--- src/rtl/control_sequencer_if.sv ---
// Bus between the hardwired control unit and the 32-bit datapath it sequences.
// Handshake: during a memory step the sequencer holds Read/Write high and the same
// step until MemReady=1 is seen at a rising Clock edge; that edge completes the access.
interface control_sequencer_if;
  logic [31:0] IR;
  logic        MemReady;
  logic        Stop;

  logic PCout, PCin, IncPC, MARin, MDRin, MDRout, IRin, Yin, Zin;
  logic Zhighout, Zlowout, HIin, HIout, LOin, LOout;
  logic Read, Write;
  logic Gra, Grb, Grc, Rin, Rout, BAout, Cout;
  logic [4:0] alu_op;
  logic       Run;
  logic       Fault;
  logic [3:0] step;

  modport master (
    input  IR, MemReady, Stop,
    output PCout, PCin, IncPC, MARin, MDRin, MDRout, IRin, Yin, Zin,
    output Zhighout, Zlowout, HIin, HIout, LOin, LOout,
    output Read, Write,
    output Gra, Grb, Grc, Rin, Rout, BAout, Cout,
    output alu_op, Run, Fault, step
  );

  modport slave (
    output IR, MemReady, Stop,
    input  PCout, PCin, IncPC, MARin, MDRin, MDRout, IRin, Yin, Zin,
    input  Zhighout, Zlowout, HIin, HIout, LOin, LOout,
    input  Read, Write,
    input  Gra, Grb, Grc, Rin, Rout, BAout, Cout,
    input  alu_op, Run, Fault, step
  );
endinterface

--- src/rtl/control_sequencer.sv ---
// Hardwired Moore control unit: fetch T0-T2, per-opcode execute T3-T7, memory
// waits with timeout, and a sticky HALT state left only through Clear.
module control_sequencer #(
  parameter int unsigned WAIT_LIMIT = 15
) (
  input  logic                Clock,
  input  logic                Clear,
  control_sequencer_if.master bus
);

  typedef enum logic [3:0] {
    S_T0   = 4'd0,
    S_T1   = 4'd1,
    S_T2   = 4'd2,
    S_T3   = 4'd3,
    S_T4   = 4'd4,
    S_T5   = 4'd5,
    S_T6   = 4'd6,
    S_T7   = 4'd7,
    S_HALT = 4'd8
  } state_t;

  localparam logic [4:0] OP_LD   = 5'b00000;
  localparam logic [4:0] OP_LDI  = 5'b00001;
  localparam logic [4:0] OP_ST   = 5'b00010;
  localparam logic [4:0] OP_ADD  = 5'b00011;
  localparam logic [4:0] OP_ROL  = 5'b01010;
  localparam logic [4:0] OP_ADDI = 5'b01011;
  localparam logic [4:0] OP_ORI  = 5'b01101;
  localparam logic [4:0] OP_MUL  = 5'b01110;
  localparam logic [4:0] OP_DIV  = 5'b01111;
  localparam logic [4:0] OP_NEG  = 5'b10000;
  localparam logic [4:0] OP_NOT  = 5'b10001;
  localparam logic [4:0] OP_MFHI = 5'b11000;
  localparam logic [4:0] OP_MFLO = 5'b11001;
  localparam logic [4:0] OP_NOP  = 5'b11010;
  localparam logic [4:0] OP_HALT = 5'b11011;

  localparam logic [7:0] WAIT_LAST = 8'(WAIT_LIMIT - 1);

  state_t     state, state_nx;
  logic [7:0] wait_cnt, wait_cnt_nx;
  logic       fault_q, fault_nx;

  logic [4:0] opcode;
  logic       op_ld, op_ldi, op_st, op_alu, op_imm, op_muldiv, op_unary;
  logic       op_mfhi, op_mflo, op_nop, op_halt, op_legal;
  logic       mem_step, last_step;
  logic       ir_unused;

  assign opcode    = bus.IR[31:27];
  assign ir_unused = ^bus.IR[26:0];

  assign op_ld     = (opcode == OP_LD);
  assign op_ldi    = (opcode == OP_LDI);
  assign op_st     = (opcode == OP_ST);
  assign op_alu    = (opcode >= OP_ADD) && (opcode <= OP_ROL);
  assign op_imm    = (opcode >= OP_ADDI) && (opcode <= OP_ORI);
  assign op_muldiv = (opcode == OP_MUL) || (opcode == OP_DIV);
  assign op_unary  = (opcode == OP_NEG) || (opcode == OP_NOT);
  assign op_mfhi   = (opcode == OP_MFHI);
  assign op_mflo   = (opcode == OP_MFLO);
  assign op_nop    = (opcode == OP_NOP);
  assign op_halt   = (opcode == OP_HALT);
  assign op_legal  = op_ld | op_ldi | op_st | op_alu | op_imm | op_muldiv | op_unary |
                     op_mfhi | op_mflo | op_nop | op_halt;

  assign mem_step  = (state == S_T1) || (state == S_T6 && op_ld) || (state == S_T7 && op_st);

  // Final step of each instruction class: the only place Stop is honoured.
  assign last_step = (state == S_T3 && (op_mfhi || op_mflo || op_nop)) ||
                     (state == S_T4 && op_unary) ||
                     (state == S_T5 && (op_alu || op_imm || op_ldi)) ||
                     (state == S_T6 && op_muldiv) ||
                     (state == S_T7 && (op_ld || op_st));

  always_ff @(posedge Clock or posedge Clear) begin
    if (Clear) begin
      state    <= S_T0;
      wait_cnt <= 8'd0;
      fault_q  <= 1'b0;
    end else begin
      state    <= state_nx;
      wait_cnt <= wait_cnt_nx;
      fault_q  <= fault_nx;
    end
  end

  always_comb begin
    state_nx    = state;
    wait_cnt_nx = 8'd0;
    fault_nx    = fault_q;
    if (state == S_HALT) begin
      state_nx = S_HALT;
    end else if (mem_step && !bus.MemReady) begin
      if (wait_cnt == WAIT_LAST) begin
        state_nx = S_HALT;
        fault_nx = 1'b1;
      end else begin
        wait_cnt_nx = wait_cnt + 8'd1;
      end
    end else if (state == S_T3 && (op_halt || !op_legal)) begin
      state_nx = S_HALT;
    end else if (last_step) begin
      state_nx = bus.Stop ? S_HALT : S_T0;
    end else begin
      case (state)
        S_T0:    state_nx = S_T1;
        S_T1:    state_nx = S_T2;
        S_T2:    state_nx = S_T3;
        S_T3:    state_nx = S_T4;
        S_T4:    state_nx = S_T5;
        S_T5:    state_nx = S_T6;
        S_T6:    state_nx = S_T7;
        default: state_nx = S_T0;
      endcase
    end
  end

  // Strobes are forced low while Clear is held, even though the state already reads T0.
  always_comb begin
    bus.PCout    = 1'b0;
    bus.PCin     = 1'b0;
    bus.IncPC    = 1'b0;
    bus.MARin    = 1'b0;
    bus.MDRin    = 1'b0;
    bus.MDRout   = 1'b0;
    bus.IRin     = 1'b0;
    bus.Yin      = 1'b0;
    bus.Zin      = 1'b0;
    bus.Zhighout = 1'b0;
    bus.Zlowout  = 1'b0;
    bus.HIin     = 1'b0;
    bus.HIout    = 1'b0;
    bus.LOin     = 1'b0;
    bus.LOout    = 1'b0;
    bus.Read     = 1'b0;
    bus.Write    = 1'b0;
    bus.Gra      = 1'b0;
    bus.Grb      = 1'b0;
    bus.Grc      = 1'b0;
    bus.Rin      = 1'b0;
    bus.Rout     = 1'b0;
    bus.BAout    = 1'b0;
    bus.Cout     = 1'b0;
    bus.alu_op   = 5'd0;
    if (!Clear) begin
      case (state)
        S_T0: begin
          bus.PCout = 1'b1; bus.MARin = 1'b1; bus.IncPC = 1'b1; bus.Zin = 1'b1;
        end
        S_T1: begin
          bus.Zlowout = 1'b1; bus.PCin = 1'b1; bus.Read = 1'b1; bus.MDRin = 1'b1;
        end
        S_T2: begin
          bus.MDRout = 1'b1; bus.IRin = 1'b1;
        end
        S_T3: begin
          if (op_ld || op_ldi || op_st) begin
            bus.Grb = 1'b1; bus.BAout = 1'b1; bus.Yin = 1'b1;
          end else if (op_alu || op_imm) begin
            bus.Grb = 1'b1; bus.Rout = 1'b1; bus.Yin = 1'b1;
          end else if (op_muldiv) begin
            bus.Gra = 1'b1; bus.Rout = 1'b1; bus.Yin = 1'b1;
          end else if (op_unary) begin
            bus.Grb = 1'b1; bus.Rout = 1'b1; bus.Zin = 1'b1; bus.alu_op = opcode;
          end else if (op_mfhi) begin
            bus.HIout = 1'b1; bus.Gra = 1'b1; bus.Rin = 1'b1;
          end else if (op_mflo) begin
            bus.LOout = 1'b1; bus.Gra = 1'b1; bus.Rin = 1'b1;
          end
        end
        S_T4: begin
          if (op_ld || op_ldi || op_st) begin
            bus.Cout = 1'b1; bus.Zin = 1'b1; bus.alu_op = OP_ADD;
          end else if (op_alu) begin
            bus.Grc = 1'b1; bus.Rout = 1'b1; bus.Zin = 1'b1; bus.alu_op = opcode;
          end else if (op_imm) begin
            bus.Cout = 1'b1; bus.Zin = 1'b1; bus.alu_op = opcode;
          end else if (op_muldiv) begin
            bus.Grb = 1'b1; bus.Rout = 1'b1; bus.Zin = 1'b1; bus.alu_op = opcode;
          end else if (op_unary) begin
            bus.Zlowout = 1'b1; bus.Gra = 1'b1; bus.Rin = 1'b1;
          end
        end
        S_T5: begin
          if (op_alu || op_imm || op_ldi) begin
            bus.Zlowout = 1'b1; bus.Gra = 1'b1; bus.Rin = 1'b1;
          end else if (op_ld || op_st) begin
            bus.Zlowout = 1'b1; bus.MARin = 1'b1;
          end else if (op_muldiv) begin
            bus.Zlowout = 1'b1; bus.LOin = 1'b1;
          end
        end
        S_T6: begin
          if (op_ld) begin
            bus.Read = 1'b1; bus.MDRin = 1'b1;
          end else if (op_st) begin
            bus.Gra = 1'b1; bus.Rout = 1'b1; bus.MDRin = 1'b1;
          end else if (op_muldiv) begin
            bus.Zhighout = 1'b1; bus.HIin = 1'b1;
          end
        end
        S_T7: begin
          if (op_ld) begin
            bus.MDRout = 1'b1; bus.Gra = 1'b1; bus.Rin = 1'b1;
          end else if (op_st) begin
            bus.Write = 1'b1;
          end
        end
        default: ;
      endcase
    end
  end

  assign bus.Run   = (state != S_HALT);
  assign bus.step  = (state == S_HALT) ? 4'd0 : 4'(state);
  assign bus.Fault = fault_q;

  always_ff @(posedge Clock) begin
    if (!Clear) begin
      assert ($countones({bus.PCout, bus.Zlowout, bus.Zhighout, bus.MDRout, bus.Rout,
                          bus.HIout, bus.LOout, bus.Cout, bus.BAout}) <= 1);
      assert (!(bus.Read && bus.Write));
    end
  end

endmodule

--- src/flat_wrapper.sv ---
// flat-port wrapper written by rule: the top's interface ports become plain ports
module control_sequencer_flat 
#(
  parameter int unsigned WAIT_LIMIT = 15
)
  (Clock, Clear, bus_IR, bus_MemReady, bus_Stop, bus_PCout, bus_PCin, bus_IncPC, bus_MARin, bus_MDRin, bus_MDRout, bus_IRin, bus_Yin, bus_Zin, bus_Zhighout, bus_Zlowout, bus_HIin, bus_HIout, bus_LOin, bus_LOout, bus_Read, bus_Write, bus_Gra, bus_Grb, bus_Grc, bus_Rin, bus_Rout, bus_BAout, bus_Cout, bus_alu_op, bus_Run, bus_Fault, bus_step);
  control_sequencer_if bus_i ();
  input  logic Clock;
  input  logic Clear;
  input wire logic [$bits(bus_i.IR)-1:0] bus_IR;
  input wire logic [$bits(bus_i.MemReady)-1:0] bus_MemReady;
  input wire logic [$bits(bus_i.Stop)-1:0] bus_Stop;
  output wire logic [$bits(bus_i.PCout)-1:0] bus_PCout;
  output wire logic [$bits(bus_i.PCin)-1:0] bus_PCin;
  output wire logic [$bits(bus_i.IncPC)-1:0] bus_IncPC;
  output wire logic [$bits(bus_i.MARin)-1:0] bus_MARin;
  output wire logic [$bits(bus_i.MDRin)-1:0] bus_MDRin;
  output wire logic [$bits(bus_i.MDRout)-1:0] bus_MDRout;
  output wire logic [$bits(bus_i.IRin)-1:0] bus_IRin;
  output wire logic [$bits(bus_i.Yin)-1:0] bus_Yin;
  output wire logic [$bits(bus_i.Zin)-1:0] bus_Zin;
  output wire logic [$bits(bus_i.Zhighout)-1:0] bus_Zhighout;
  output wire logic [$bits(bus_i.Zlowout)-1:0] bus_Zlowout;
  output wire logic [$bits(bus_i.HIin)-1:0] bus_HIin;
  output wire logic [$bits(bus_i.HIout)-1:0] bus_HIout;
  output wire logic [$bits(bus_i.LOin)-1:0] bus_LOin;
  output wire logic [$bits(bus_i.LOout)-1:0] bus_LOout;
  output wire logic [$bits(bus_i.Read)-1:0] bus_Read;
  output wire logic [$bits(bus_i.Write)-1:0] bus_Write;
  output wire logic [$bits(bus_i.Gra)-1:0] bus_Gra;
  output wire logic [$bits(bus_i.Grb)-1:0] bus_Grb;
  output wire logic [$bits(bus_i.Grc)-1:0] bus_Grc;
  output wire logic [$bits(bus_i.Rin)-1:0] bus_Rin;
  output wire logic [$bits(bus_i.Rout)-1:0] bus_Rout;
  output wire logic [$bits(bus_i.BAout)-1:0] bus_BAout;
  output wire logic [$bits(bus_i.Cout)-1:0] bus_Cout;
  output wire logic [$bits(bus_i.alu_op)-1:0] bus_alu_op;
  output wire logic [$bits(bus_i.Run)-1:0] bus_Run;
  output wire logic [$bits(bus_i.Fault)-1:0] bus_Fault;
  output wire logic [$bits(bus_i.step)-1:0] bus_step;
  assign bus_i.IR = bus_IR;
  assign bus_i.MemReady = bus_MemReady;
  assign bus_i.Stop = bus_Stop;
  assign bus_PCout = bus_i.PCout;
  assign bus_PCin = bus_i.PCin;
  assign bus_IncPC = bus_i.IncPC;
  assign bus_MARin = bus_i.MARin;
  assign bus_MDRin = bus_i.MDRin;
  assign bus_MDRout = bus_i.MDRout;
  assign bus_IRin = bus_i.IRin;
  assign bus_Yin = bus_i.Yin;
  assign bus_Zin = bus_i.Zin;
  assign bus_Zhighout = bus_i.Zhighout;
  assign bus_Zlowout = bus_i.Zlowout;
  assign bus_HIin = bus_i.HIin;
  assign bus_HIout = bus_i.HIout;
  assign bus_LOin = bus_i.LOin;
  assign bus_LOout = bus_i.LOout;
  assign bus_Read = bus_i.Read;
  assign bus_Write = bus_i.Write;
  assign bus_Gra = bus_i.Gra;
  assign bus_Grb = bus_i.Grb;
  assign bus_Grc = bus_i.Grc;
  assign bus_Rin = bus_i.Rin;
  assign bus_Rout = bus_i.Rout;
  assign bus_BAout = bus_i.BAout;
  assign bus_Cout = bus_i.Cout;
  assign bus_alu_op = bus_i.alu_op;
  assign bus_Run = bus_i.Run;
  assign bus_Fault = bus_i.Fault;
  assign bus_step = bus_i.step;
  control_sequencer #(.WAIT_LIMIT(WAIT_LIMIT)) u_core (.Clock(Clock), .Clear(Clear), .bus(bus_i));
endmodule
--- config.mk ---
export PLATFORM = sky130hd
export DESIGN_NAME = control_sequencer_flat
export DESIGN_NICKNAME = d
export VERILOG_FILES = /design/src/rtl/control_sequencer_if.sv /design/src/rtl/control_sequencer.sv /design/src/flat_wrapper.sv
export SDC_FILE = /design/constraint.sdc
export NUM_CORES = 1
export LEC_CHECK = 0
export ABC_AREA = 1
export BUFFER_PORTS_ARGS = -buffer_cell sky130_fd_sc_hd__buf_4
export CAP_MARGIN = 10
export CORE_UTILIZATION = 40
export CTS_CLUSTER_DIAMETER = 200
export DETAILED_ROUTE_END_ITERATION = 8
export GPL_TIMING_DRIVEN = 0
export PLACE_DENSITY = 0.74
export SLEW_MARGIN = 20
export SYNTH_ARGS = -nofsm -noshare
export SYNTH_HDL_FRONTEND = slang
export SYNTH_SLANG_ARGS = --single-unit
--- constraint.sdc ---
create_clock -name Clock -period 2 [get_ports Clock]
set_input_delay 0 -clock Clock [delete_from_list [all_inputs] [get_ports Clock]]
set_output_delay 0 -clock Clock [all_outputs]
set_load 0.01 [all_outputs]
==> run_results.csv <==
group,metric,value,unit
run_status,run_status,"complete, no violations",
placement,dp_hpwl,2710,um
power_and_ir_drop,peakVddDrop,499,uV
min_path,holdPathEnd,"u_core.wait_cnt[5]",
synthesis,yosysTopAreaCellShare,24.6,%
layout,design_area,1750,um2
cts,cts-buffers-inserted,3,
routing,first_iter_violations,71,
cts,clkTransAtPathRegs,0.08,ns
worst_setup_path,crit_slowest_cell,"dfrtp_1",
cts,clockBufferDepth,2,
grt,met1_usage,29.8,%
sta,hold_viol_final,0,
synthesis,synth.avg_cell_area,6.19,um2
power_and_ir_drop,switchingPower,602,uW
cts,post-cts-setup-buffers,0,
worst_setup_path,critPathMostFrequentCell,"nor2_1",
sta,max_freq,0.553,GHz
sta,setup_violations,0,
floorplanning,ioPinCount,71,
sta,tns,0,ns
sta,worst_slew_pin_slew,0.583,ns
synthesis,synth_cell_types,30,
sta,fin_crit,1.81,ns
cts,clock_sinks,13,
sta,rsz0062_at_grt,"no",
routing,postRouteAntennaNets,0,
layout,num_antenna_cells,0,
power_and_ir_drop,power.density,740,nW/um2
power_and_ir_drop,internal-power,695,uW
worst_setup_path,critPathLaunchType,"flip-flop",
min_path,min_path_cells,4,
power_and_ir_drop,p_comb_share,61.1,%
sta,fin_skew,0.00463,ns
floorplanning,num_rows,20,
worst_setup_path,r2r_cells,10,
worst_setup_path,critPathCaptureType,"output pin",
layout,nNetsFinal,301,
cts,cts_tree,"built",
layout,register_area,325,um2
synthesis,synth_seq_cells,13,
grt,antenna_found_initial,0,
worst_setup_path,worstReg2RegEnd,"u_core.state[2]",
layout,multi_input_area,837,um2
worst_setup_path,crit_arrival,1.81,ns
power_and_ir_drop,total_power,1.30,mW
grt,grt_pass1_wl,5590,um
power_and_ir_drop,clkPwrFrac,12.4,%
grt,grt_max_degree,14,
synthesis,synth_cells,214,
min_path,hold_class,"primary input to flip-flop",
grt,grt_use_total,20.6,%
worst_setup_path,r2r_start,"u_core.state[2]",
routing,totalWireLength,3460,um
grt,grt_overflow_total,0,
sta,drv_slew,0,
routing,vias,1530,
worst_setup_path,required,2.00,ns
grt,top_usage_layer,"met2",
floorplanning,dieArea,3550,um2
flow_run,maxCapViolCount,0,
routing,first_pass_iters,4,
floorplanning,die_x,59.6,um
layout,area_delta_synth_final,32.2,%
sta,max-slew-margin-rel,61.0,%
synthesis,syn_nets,252,
worst_setup_path,max_stage_delay,0.42,ns
synthesis,syn_area,1330,um2
layout,layout-drive-gt1-share,30.9,%
grt,grt_util_met3,4.15,%
cts,cts_max_level,1,
floorplanning,initial_core_util,42.7,%
floorplanning,coreArea,3100,um2
grt,grt_pass1_vias,1303,
layout,nFillCells,336,
layout,final_cell_mix,"nand2_1, buf_4, nor2_1, inv_1, dfrtp_1",
min_path,min_from,"bus_MemReady",
power_and_ir_drop,p_leak,0.946,nW
synthesis,synth_area_leaders,"dfrtp_1, nand2_1, nor2_1",
power_and_ir_drop,switching_share,46.4,%
sta,finalCritPeriodShare,90.5,%
power_and_ir_drop,p_seq_share,26.5,%
cts,cts-root-buf,"clkbuf_4",
routing,viasPerCell,5.00,
worst_setup_path,worstSetupPathType,"flip-flop to output pin",
worst_setup_path,crit_chain,"inv_1 -> nand2_1 -> nor2_2 -> inv_2 -> o31ai_1 -> nor2_1 -> nor2_1 -> buf_4",
routing,drc,0,
worst_setup_path,worst-path-max-fanout,5,
floorplanning,dieHeight,59.6,um
synthesis,ys.warnings.count,0,
synthesis,yosys.area.top_type,"dfrtp_1",
worst_setup_path,ff2ff_setup_slack,0.51,ns
routing,wl_per_cell,11.3,um
grt,grt_util_met2,32.4,%
placement,place_area,1700,um2
layout,final_common_cell,"nand2_1",
placement,gp_congestion,0.933,
sta,holdWs,0.108,ns
cts,clock_latency,0.27,ns
synthesis,seq_area_frac_synth,24.6,%
placement,io_buffers,42,
-- worst max path at each step --
stage / start / to / slack, ns / cells past startpoint
after floorplan: u_core.state[3] / bus_Zhighout / 0.70 / 6
after global placement: u_core.state[1] / bus_alu_op[0] / 0.41 / 8
after detailed placement: u_core.state[1] / bus_alu_op[0] / 0.40 / 8
after CTS: u_core.state[1] / bus_alu_op[0] / 0.11 / 8
after global routing: u_core.state[0] / bus_Rout / 0.04 / 10
final: u_core.state[2] / bus_Rout / 0.19 / 8
-- area by class of cell --
cell class	count	share of cell area, %
inverters	37	7.93
well taps	44	3.14
flip-flops and latches	13	18.6
multi-input cells	157	47.8
repair buffers	44	19.1
plain buffers	7	1.93
clock buffers	4	1.50
-- cell families (layout without fill, tap and decap cells) --
| family | count (synthesis) | count (layout) | synth area share [%] |
|---|---|---|---|
| flip-flops | 13 | 13 | 24.6 |
| AND/OR/NAND/NOR | 129 | 129 | 48.9 |
| buffers and inverters | 44 | 92 | 13.0 |
| adder cells (fa/ha/maj) | 2 | 2 | 1.89 |
| AO/OA/AOI/OAI | 23 | 23 | 9.63 |
| XOR/XNOR | 3 | 3 | 1.98 |
-- worst max-delay path: cells and delay by family (launching register included) --
family | cells | cell delay [ns]
flip-flops | 1 | 0.42
AO/OA/AOI/OAI | 1 | 0.26
AND/OR/NAND/NOR | 4 | 0.52
buffers and inverters | 3 | 0.34
-- cells in the mapped netlist, drive strengths merged --
| cell type | n |
|---|---|
| nand2 | 58 |
| nor2 | 41 |
| inv | 36 |
| dfrtp | 13 |
| nand3 | 13 |
| a21oi | 12 |
| nand4 | 9 |
| nor3 | 7 |
| o21ai | 6 |
| clkbuf | 5 |
| buf | 2 |
| ha | 2 |
| xor2 | 2 |
| a21boi | 1 |
| a31o | 1 |
| clkinv | 1 |
| nor4 | 1 |
| o211ai | 1 |
| o22ai | 1 |
| o31ai | 1 |
| xnor2 | 1 |
-- state kept, by name, summed over array words and instances, names as in the netlist --
name and flops:
u_core.wait_cnt 8, u_core.state 4, u_core.bus.Fault 1
-- through the flow --
step / setup WS (ns) / util [%] / cells
2_1_floorplan: 0.698 / - / 214
6_report: 0.191 / 56.5 / 306
5_1_grt: 0.0432 / 56.5 / 306
3_3_place_gp: 0.410 / 54.6 / 300
4_1_cts: 0.108 / 56.1 / 306
3_5_place_dp: 0.401 / 54.6 / 300
-- per-layer routing --
layer | routed length (um) | share of wire [%]
met4 | 5 | 0.14
met1 | 1640 | 47
met3 | 195 | 5.6
met2 | 1630 | 47
met5 | 0 | 0
-- power groups by stage --
stage / Clock [mW] / Sequential [mW] / Combinational [mW]
after floorplan: 0 / 0.338 / 0.508
after global placement: 0 / 0.348 / 0.766
after detailed placement: 0 / 0.348 / 0.772
after CTS: 0.167 / 0.343 / 0.779
after global routing: 0.178 / 0.352 / 0.874
final: 0.161 / 0.344 / 0.792
-- timing repair --
item / in CTS / in global routing
resized for setup: 0 / 3
hold buffers: 2 / 0
endpoints found under the setup margin: 0 / 3
endpoints found under the hold margin: 14 / 0
Note: power is estimated with default switching activity, not from simulation.
